## config.mk

```make
export PLATFORM = sky130hd
export DESIGN_NAME = vga_timing
export DESIGN_NICKNAME = d
export VERILOG_FILES = /design/src/rtl/vga_timing.sv
export SDC_FILE = /design/constraint.sdc
export NUM_CORES = 1
export LEC_CHECK = 0
export ABC_AREA = 1
export ABC_CLOCK_PERIOD_IN_PS = 3000
export CAP_MARGIN = 20
export CORE_UTILIZATION = 45
export CTS_BUF_LIST = sky130_fd_sc_hd__clkbuf_8
export CTS_CLUSTER_DIAMETER = 60
export DETAILED_ROUTE_END_ITERATION = 6
export GPL_TIMING_DRIVEN = 0
export PLACE_DENSITY_LB_ADDON = 0.12
export SLEW_MARGIN = 20
export SYNTH_ARGS = -nofsm -noshare
export SYNTH_HDL_FRONTEND = slang
export SYNTH_SLANG_ARGS = --single-unit
```

## constraint.sdc

```tcl
create_clock -name clk -period 3 [get_ports clk]
set_clock_uncertainty 0.2 [all_clocks]
set_input_delay 0.3 -clock clk [delete_from_list [all_inputs] [get_ports clk]]
set_output_delay 0.3 -clock clk [all_outputs]
set_load 0.005 [all_outputs]
```

## src/rtl/vga_timing.sv

```systemverilog
// 640x480@60 VGA raster timing: free-running column/row counters, syncs, visible flag and strobes.
// All outputs are registered from next-state decode, so they are zero-skew with column/row; en low freezes every register.
module vga_timing #(
   parameter int H_VISIBLE = 640,
   parameter int H_FRONT   = 16,
   parameter int H_SYNC    = 96,
   parameter int H_BACK    = 48,
   parameter int V_VISIBLE = 480,
   parameter int V_FRONT   = 10,
   parameter int V_SYNC    = 2,
   parameter int V_BACK    = 33
) (
   input  logic       clk,
   input  logic       rst_n,
   input  logic       en,
   output logic [9:0] column,
   output logic [9:0] row,
   output logic       hsync,
   output logic       vsync,
   output logic       video_on,
   output logic       line_end,
   output logic       frame_tick
);

   localparam int H_TOTAL = H_VISIBLE + H_FRONT + H_SYNC + H_BACK;
   localparam int V_TOTAL = V_VISIBLE + V_FRONT + V_SYNC + V_BACK;

   localparam logic [9:0] C_H_LAST     = 10'(H_TOTAL - 1);
   localparam logic [9:0] C_H_FP_START = 10'(H_VISIBLE);
   localparam logic [9:0] C_H_SY_START = 10'(H_VISIBLE + H_FRONT);
   localparam logic [9:0] C_H_BP_START = 10'(H_VISIBLE + H_FRONT + H_SYNC);
   localparam logic [9:0] C_V_LAST     = 10'(V_TOTAL - 1);
   localparam logic [9:0] C_V_FP_START = 10'(V_VISIBLE);
   localparam logic [9:0] C_V_SY_START = 10'(V_VISIBLE + V_FRONT);
   localparam logic [9:0] C_V_BP_START = 10'(V_VISIBLE + V_FRONT + V_SYNC);

   typedef enum logic [1:0] {
      PH_VISIBLE,
      PH_FRONT,
      PH_SYNC,
      PH_BACK
   } phase_t;

   logic [9:0] r_col;
   logic [9:0] r_row;
   phase_t     r_hph;
   phase_t     r_vph;
   logic       r_hsync;
   logic       r_vsync;
   logic       r_video_on;
   logic       r_line_end;
   logic       r_frame_tick;

   logic [9:0] w_col_nxt;
   logic [9:0] w_row_nxt;
   phase_t     w_hph_nxt;
   phase_t     w_vph_nxt;
   logic       w_line_wrap;
   logic       w_hsync_nxt;
   logic       w_vsync_nxt;
   logic       w_video_on_nxt;
   logic       w_line_end_nxt;
   logic       w_frame_tick_nxt;

   // Counter advance assuming an en cycle; the register stage gates on en.
   always_comb begin
      w_line_wrap = (r_col == C_H_LAST);
      w_col_nxt   = r_col + 10'd1;
      w_row_nxt   = r_row;
      if (w_line_wrap) begin
         w_col_nxt = '0;
         if (r_row == C_V_LAST) begin
            w_row_nxt = '0;
         end else begin
            w_row_nxt = r_row + 10'd1;
         end
      end
   end

   always_comb begin
      w_hph_nxt = r_hph;
      case (r_hph)
         PH_VISIBLE: if (w_col_nxt == C_H_FP_START) w_hph_nxt = PH_FRONT;
         PH_FRONT:   if (w_col_nxt == C_H_SY_START) w_hph_nxt = PH_SYNC;
         PH_SYNC:    if (w_col_nxt == C_H_BP_START) w_hph_nxt = PH_BACK;
         PH_BACK:    if (w_col_nxt == 10'd0)        w_hph_nxt = PH_VISIBLE;
         default:    w_hph_nxt = PH_VISIBLE;
      endcase
   end

   // Vertical phase steps once per line, on the horizontal wrap.
   always_comb begin
      w_vph_nxt = r_vph;
      if (w_line_wrap) begin
         case (r_vph)
            PH_VISIBLE: if (w_row_nxt == C_V_FP_START) w_vph_nxt = PH_FRONT;
            PH_FRONT:   if (w_row_nxt == C_V_SY_START) w_vph_nxt = PH_SYNC;
            PH_SYNC:    if (w_row_nxt == C_V_BP_START) w_vph_nxt = PH_BACK;
            PH_BACK:    if (w_row_nxt == 10'd0)        w_vph_nxt = PH_VISIBLE;
            default:    w_vph_nxt = PH_VISIBLE;
         endcase
      end
   end

   always_comb begin
      w_hsync_nxt      = (w_hph_nxt != PH_SYNC);
      w_vsync_nxt      = (w_vph_nxt != PH_SYNC);
      w_video_on_nxt   = (w_hph_nxt == PH_VISIBLE) && (w_vph_nxt == PH_VISIBLE);
      w_line_end_nxt   = (w_col_nxt == C_H_LAST);
      w_frame_tick_nxt = (w_col_nxt == 10'd0) && (w_row_nxt == C_V_FP_START);
   end

   always_ff @(posedge clk or negedge rst_n) begin
      if (!rst_n) begin
         r_col        <= '0;
         r_row        <= '0;
         r_hph        <= PH_VISIBLE;
         r_vph        <= PH_VISIBLE;
         r_hsync      <= 1'b1;
         r_vsync      <= 1'b1;
         r_video_on   <= 1'b1;
         r_line_end   <= 1'b0;
         r_frame_tick <= 1'b0;
      end else if (en) begin
         r_col        <= w_col_nxt;
         r_row        <= w_row_nxt;
         r_hph        <= w_hph_nxt;
         r_vph        <= w_vph_nxt;
         r_hsync      <= w_hsync_nxt;
         r_vsync      <= w_vsync_nxt;
         r_video_on   <= w_video_on_nxt;
         r_line_end   <= w_line_end_nxt;
         r_frame_tick <= w_frame_tick_nxt;
      end
   end

   assign column     = r_col;
   assign row        = r_row;
   assign hsync      = r_hsync;
   assign vsync      = r_vsync;
   assign video_on   = r_video_on;
   assign line_end   = r_line_end;
   assign frame_tick = r_frame_tick;

endmodule

```

==> Word-level counts from Yosys, hierarchy flattened <==
Cells that the tools add are included.
{ "word_totals": {"register_bits": 29, "latchBits": 0, "ramBits": 0, "rom_bits": 0, "inputBits": 3, "output_inout_bits": 25, "elab_cells": 50, "memories": 0} }
{ "classes": {"addsub": 2, "n_mul": 0, "div_mod_pow": 0, "magnitude_cmp": 0, "eq_ne": 17, "shifts": 0, "mux": 14, "bitwise_logic": 0, "n_reduce_logical": 8} }
{ "ops": {"columns": ["cell", "n"], "rows": [
  ["equality test 10 bit, second input constant", 6],
  ["equality test 10 x 9 -> 1 bit, second input constant", 3],
  ["2-to-1 mux 10 bit", 3],
  ["adder 10 x 1 -> 10 bit, second input constant", 2],
  ["logical NOT 10 bit", 2],
  ["2-to-1 mux 2 bit", 9],
  ["one-hot mux 2 bit (4 select lines)", 2],
  ["equality test 2 bit, second input constant", 4],
  ["logical NOT 2 bit", 4],
  ["equality test 2 x 1 -> 1 bit, second input constant", 2],
  ["inequality test 2 bit, second input constant", 2],
  ["logical AND 1 bit", 2]
]} }

==> Depth between registers and ports, before layout <==
Gate-level depths: netlist of the first run.
{ "depth": {"depth_word": 9, "depth_mapped": 18, "depth_no_buf": 18} }

==> Worst setup path after synthesis of the first run <==
No wires, ideal clock.
{ "synth_path": {"path_type": "register to register", "startpoint": "reg r_col[1], in the netlist column[1]", "endpoint": "reg r_vsync, in the netlist vsync", "setup_ns": 0.068, "arrival_time_ns": 1.909, "slack_ns": 0.823, "stages_incl_launch_ff": 17, "n_path_buf": 1, "path_cell_list": "dfrtp_1 -> ha_1 -> nand2_1 -> nor2_2 -> nand2_2 -> nor2_8 -> buf_8 -> nand2_1 -> nand2_2 -> nand2_2 -> nor2_4 -> nand3_1 -> nor2_1 -> nor2_1 -> nand3_2 -> nand2_2 -> a21oi_2"} }
{ "synth_via": {"elab_chain_cells": 7, "word_cells_on_any_way": 13} }
{ "synth_rtl": {"columns": ["item", "line", "text"], "rows": [
  ["start: declaration", "44", "logic [9:0] r_col;"],
  ["start signal: assignment", "125", "r_col <= w_col_nxt;"],
  ["equality test 10 bit (*)", "67", "w_line_wrap = (r_col == C_H_LAST);"],
  ["2-to-1 mux 10 bit", "70", "if (w_line_wrap) begin"],
  ["equality test 10 x 9 -> 1 bit (tied with other cells)", "98", "PH_SYNC: if (w_row_nxt == C_V_BP_START) w_vph_nxt = PH_BACK;"],
  ["2-to-1 mux 2 bit, on equally long branches", null, null],
  ["one-hot mux 2 bit (4 select lines)", "95", "case (r_vph)"],
  ["2-to-1 mux 2 bit (*)", "94", "if (w_line_wrap) begin"],
  ["inequality test 2 bit (*)", "107", "w_vsync_nxt = (w_vph_nxt != PH_SYNC);"],
  ["end signal: assignment", "130", "r_vsync <= w_vsync_nxt;"],
  ["end: declaration", "49", "logic r_vsync;"]
]} }
Mark *: on every way between the ends. The rest lies on a longest branch, timed or not.
A chain may end at the register's enable or synchronous reset.

==> Final worst setup path of the first run <==
{ "layout_path": {"startpoint": "reg r_col[1], in the netlist column[1]", "endpoint": "reg r_video_on, in the netlist video_on"} }
{ "layout_via": {"elab_chain_cells": 8, "word_cells_on_any_way": 26} }
{ "layout_rtl": {"columns": ["item", "line", "text"], "rows": [
  ["parallel branches: the longest is 7 deep, another holds adder 10 x 1 -> 10 bit", null, null],
  ["logical AND 1 bit (*)", "108", "w_video_on_nxt = (w_hph_nxt == PH_VISIBLE) && (w_vph_nxt == PH_VISIBLE);"],
  ["end signal: assignment", "131", "r_video_on <= w_video_on_nxt;"],
  ["end: declaration", "50", "logic r_video_on;"]
]} }
Mark *: on every way between the ends.

==> reports/qor.txt, run 1 <==
Layout cells sized above 1 = 0.123
Postcts setup bufs = 0
Routed wire length = 5.90 mm
RSZ-0062 raised after global routing = no
Net Count, Synth = 356
Sequential share of power = 0.394
Total GRT Usage = 0.242
CP arrival = 2560 ps
CP Launch Type = register
Fillers = 468
First-pass GRT wire length = 9.78 mm
Input/output buffers = 26
P&R area growth vs syn = 18.9%
Clk slew on worst S/H paths = 60 ps
Worst path cell trace = ha_1 > nand3_1 > nor2_4 > nand2_4 > buf_6 > nand3_1 > nand2_1 > inv_1 > nand3_2 > o21ai_2 > nand3_1 > nor2_1 > nand3_1 > nand2_1
Io pins = 28
Htree depth = 2
DR pass1 iterations = 4
N_diodes = 0
Vias in the first global route = 2090
GPL Wtd Cong = 0.873
Initial DRC count = 154
Clk Tree Root Cell = clkbuf_8
Pwr Density = 572 nW/um2
Die X = 73.2 um
Internal power = 0.918 mW
Core ar. = 4790 um2
Row cnt = 25
TritonCTS buffer count = 5
Pins Over Slew Limit = 0
Overflow after GRT = 0
Syn Inst Count = 348
Final Power = 1.55 mW
Detailed-route DRC error count = 0
Slowest cell on crit path = dfrtp_1
Syn avg cell area = 6.55 um2
Fin Setup TNS = 0 ps
Synth unique cells = 33
Worst-margin pin slew = 669 ps
Die height = 73.2 um
Hold-fix buffers, CTS = 1
Post-layout util = 0.567
Max-Cap Viols = 0
Peak VDD IR = 0.000440 V
Post-DRT Antenna Nets = 0
Relative slew slack = 0.554
Initial antenna violation count = 0
Run status = complete, no violations
Crit-path max cell delay = 440 ps
Final setup fails = 0
Switching pwr = 0.633 mW
Die Area = 5360 um2
Initial Utilization = 0.477
Sw Ratio = 0.408
YS warnings = 0
Vias per Instance = 5.24
FF+latch count, synth = 29
Worst EP required = 3020 ps
Worst-Skew Late Latency = 280 ps
Clk pwr share = 0.198
Post_cts resized = 0
DR vias = 2360
Seq/Total Area, Yosys = 0.320
Worst hold path class = input pin to register
Hold Fails Final Rpt = 0
CP most frequent cell = nand3_1
Logic pwr share = 0.408
Pin count of the biggest net entering global routing = 30
Synthesized cell area = 2280 um2
Sinks on Clock Net = 29
Critical path fanouts, max = 10
Register area = 729 um2
Post-DP HPWL = 4.35 mm
Final nets = 390
WL/cell = 13.1 um
Critical path endpoint category = register
Worst Hold Slack = 174 ps
Crit path time final = 2530 ps
Leakage = 1.31 nW
CTS Buffer Depth = 2
Final period util = 0.845
CTS tree = built
Fmax = 394 MHz
Area of the multi-input gates = 1360 um2
WS Path Type = register to register
worst paths after layout:
kind / from / to / slack [ps] / depth (start not counted)
hold reg to reg: video_on$_DFFE_PN1P_ / video_on$_DFFE_PN1P_ / 280 / 2
setup / recovery: column[1]$_DFFE_PN0P_ / video_on$_DFFE_PN1P_ / 470 / 14
hold / removal: en / hsync$_DFFE_PN1P_ / 170 / 3
setup reg to reg: column[1]$_DFFE_PN0P_ / video_on$_DFFE_PN1P_ / 470 / 14
max in group asynchronous: rst_n / row[1]$_DFFE_PN0P_ / 1780 / 2
min in group asynchronous: rst_n / row[4]$_DFFE_PN0P_ / 380 / 2
through the flow:
stage	std cells	setup WS [ps]	cell area [um2]
6_report	450	465	2710
5_1_grt	450	220	2710
4_1_cts	450	475	2710
3_5_place_dp	441	505	2620
3_3_place_gp	441	512	2630
2_1_floorplan	348	823	2280
synth_stat cells:
| library cell | number | area, um2 |
|---|---|---|
| a21boi_2 | 1 | 11.3 |
| a21oi_2 | 1 | 8.76 |
| dfstp_2 | 3 | 78.8 |
| buf_2 | 3 | 15.0 |
| ha_1 | 5 | 62.6 |
| inv_1 | 31 | 116 |
| o21ai_1 | 2 | 10.0 |
| o21a_1 | 1 | 7.51 |
| o21ai_0 | 20 | 100 |
| o21bai_1 | 1 | 7.51 |
| nor2_2 | 4 | 25.0 |
| buf_6 | 1 | 11.3 |
| nor2_1 | 40 | 150 |
| nand4_1 | 13 | 81.3 |
| clkinv_1 | 1 | 3.75 |
| nand3_2 | 7 | 70.1 |
| o31ai_1 | 1 | 7.51 |
| xnor2_1 | 1 | 8.76 |
| clkbuf_1 | 5 | 18.8 |
| o41ai_1 | 1 | 8.76 |
| dfrtp_1 | 26 | 651 |
| nor2_8 | 1 | 20.0 |
| nand2_1 | 119 | 447 |
| xor2_1 | 1 | 8.76 |
| inv_2 | 2 | 7.51 |
| nand2_4 | 1 | 11.3 |
| nor3_2 | 2 | 20.0 |
| nand3_1 | 37 | 185 |
| a21oi_1 | 4 | 20.0 |
| nand2_2 | 8 | 50.1 |
| o21ai_2 | 1 | 8.76 |
| nor2_4 | 3 | 33.8 |
| buf_8 | 1 | 15.0 |
cell type report:
class / count / share of cell area
plain buffers: 10 / 0.0221
clock buffers: 5 / 0.0254
clock inverters: 3 / 0.00507
inverters: 34 / 0.0470
multi-input cells: 275 / 0.503
flip-flops and latches: 29 / 0.269
well taps: 67 / 0.0309
repair buffers: 27 / 0.0978
logic make-up after synthesis:
logic type	Yosys count	share of synthesized area
and+or+nand+nor	235	0.479
adders and majority gates	5	0.0274
DFF	29	0.320
xor gates and xnor gates	2	0.00768
AOI/OAI and AO/OA	33	0.0834
buffers and inverters	44	0.0823
flip-flops by register name, summed over array words and instances (netlist names):
signal,flops
column,10
frame_tick,1
hsync,1
line_end,1
r_hph,2
r_vph,2
row,10
video_on,1
vsync,1
routing by layer:
metal | routed length, um | track usage | vias up
met3 | 227 | 0.0401 | 4
met2 | 2910 | 0.416 | 60
met5 | 0 | 0 | -
met1 | 2710 | 0.307 | 1108
li1 | - | - | 1188
met4 | 51 | 0.0784 | 0
critical path: cells and delay by family (launching register included):
kind,cells,cell delay [ps]
buf+inv,2,240
fa+ha+maj,1,240
compound gates,1,150
flops,1,440
simple gates,10,1230
power by group through the flow:
stage	Sequential [mW]	Combinational (mW)	Clock [mW]
2_1_floorplan	0.598	0.397	0
3_3_place_gp	0.615	0.628	0
3_5_place_dp	0.616	0.631	0
4_1_cts	0.611	0.636	0.316
5_1_grt	0.628	0.715	0.336
6_report	0.611	0.632	0.307
cells in the final DEF (no fill, tap or decap):
master and count:
a21boi_2 1, a21oi_1 4, a21oi_2 1, buf_2 4, buf_6 1, buf_8 1, clkbuf_1 5, clkbuf_8 5
clkdlybuf4s50_1 25, clkinv_1 1, clkinv_2 2, dfrtp_1 26, dfstp_2 3, dlygate4sd3_1 1, ha_1 5, inv_1 32
inv_2 2, nand2_1 119, nand2_2 8, nand2_4 1, nand3_1 37, nand3_2 7, nand4_1 13, nor2_1 40
nor2_2 4, nor2_4 3, nor2_8 1, nor3_2 2, o21a_1 1, o21ai_0 20, o21ai_1 2, o21ai_2 1
o21bai_1 1, o31ai_1 1, o41ai_1 1, xnor2_1 1, xor2_1 1
No activity file was read; power rests on OpenSTA's default activity.
==> run 2: changes to the inputs <==
- ABC_CLOCK_PERIOD_IN_PS: 3000 -> 2600
- clock period: 3 -> 2.6 ns (I/O delays scaled with it)
==> reports/qor.txt, run 2 (same netlist as run 1, synthesis figures left out) <==
Run status = complete, no violations
Detailed-route DRC error count = 0
Final Power = 1.81 mW
Pins Over Slew Limit = 0
Clk slew on worst S/H paths = 60 ps
DR pass1 iterations = 6
Commonest cells after routing, fill and taps aside = nand2_1, nor2_1, nand3_1
Finished Cell Area = 2770 um2
Critical path endpoint category = register
Worst-Skew Late Latency = 280 ps
Initial Utilization = 0.477
Die height = 73.2 um
Dpl cell area = 2620 um2
Die X = 73.2 um
Worst-margin pin slew = 673 ps
CP arrival = 2490 ps
Hold Fails Final Rpt = 0
Fin Setup TNS = 0 ps
TritonCTS buffer count = 5
Final setup fails = 0
Post-layout util = 0.578
CTS tree = built
Leakage = 1.32 nW
Met1 global-route usage = 0.307
Vias per Instance = 5.23
Worst EP required = 2620 ps
Max-Cap Viols = 0
Layer with the highest usage = met2
RSZ-0062 raised after global routing = yes
Htree depth = 2
DR vias = 2378
N_diodes = 0
First-pass GRT wire length = 9.78 mm
WS Path Type = register to register
Initial DRC count = 150
Routed wire length = 5.96 mm
Post-DP HPWL = 4.35 mm
Relative slew slack = 0.551
Core ar. = 4790 um2
Pwr Density = 655 nW/um2
Final nets = 395
Most common cell after layout, fill and taps aside = nand2_1
Input/output buffers = 26
Sinks on Clock Net = 29
Row cnt = 25
Post-DRT Antenna Nets = 0
Vias in the first global route = 2090
Worst hold path class = input pin to register
DP Cell Count = 441
Met3 GRT Util = 0.0401
Io pins = 28
Pin count of the biggest net entering global routing = 30
Non-Filler Instances = 455
WL/cell = 13.1 um
Final period util = 0.948
Initial antenna violation count = 0
Die Area = 5360 um2
Clk Tree Root Cell = clkbuf_8
Fmax = 406 MHz
GR met2 Demand/Resource = 0.416
Peak VDD IR = 0.000507 V
Layout cells sized above 1 = 0.152
Fin worst setup slack = 136 ps
Overflow after GRT = 0
Critical path fanouts, max = 10
CP Launch Type = register
GPL Wtd Cong = 0.873
CTS Buffer Depth = 2
Total GRT Usage = 0.242
Crit path time final = 2460 ps
Post-Place Setup Slack = 105 ps
Worst Hold Slack = 134 ps
P&R area growth vs syn = 21.3%
## run 2: path summary, 6_finish.rpt
path                                             from                    to  slack [ps]  cells past startpoint
worst max-delay path            column[0]$_DFFE_PN0P_  video_on$_DFFE_PN1P_         140                     15
max in group asynchronous                       rst_n    row[1]$_DFFE_PN0P_        1370                      2
worst min register to register   video_on$_DFFE_PN1P_  video_on$_DFFE_PN1P_         280                      2
min in group asynchronous                       rst_n    row[4]$_DFFE_PN0P_         350                      2
worst max register to register  column[0]$_DFFE_PN0P_  video_on$_DFFE_PN1P_         140                     15
worst min-delay path                               en     hsync$_DFFE_PN1P_         130                      3
## run 2: routing by layer
layer / share of wire / up-vias
li1: - / 1199
met1: 0.46 / 1115
met2: 0.49 / 60
met3: 0.038 / 4
met4: 0.0087 / 0
met5: 0 / -
## run 2: critical path, cell delays in order, from the launching register on
cell and delay [ps]:
dfrtp_1 420, ha_2 230, nand2_1 70, nor2_2 90, nand2_2 100, nor2_8 170, buf_8 160, nand3_2 70
nand2_2 120, nand3_1 80, nor2_1 130, nand3_1 130, nand2_1 100, a21boi_2 180, nand3_1 90, nand2_1 70
## run 2: layout make-up
class                           count  area [um2]
Clock inverter                      3        13.8
Tap cell                           67        83.8
Sequential cell                    29         733
Clock buffer                        5        68.8
Buffer                             10        60.1
Multi-Input combinational cell    275        1380
Timing Repair Buffer               32         303
Inverter                           34         128
Fill cell                         465        2020
## run 2: repair_timing
| action | CTS | global route |
|---|---|---|
| buffers inserted | 0 | 5 |
| resized for setup | 0 | 7 |
| hold endpoints to repair | 26 | 0 |
| hold buffers | 1 | 0 |
| setup endpoints to repair | 0 | 7 |
## run 2: report_power, final
| part | internal (mW) | total (mW) | switching (mW) |
|---|---|---|---|
| logic | 0.335 | 0.753 | 0.418 |
| registers | 0.560 | 0.706 | 0.147 |
| clock network | 0.181 | 0.352 | 0.171 |
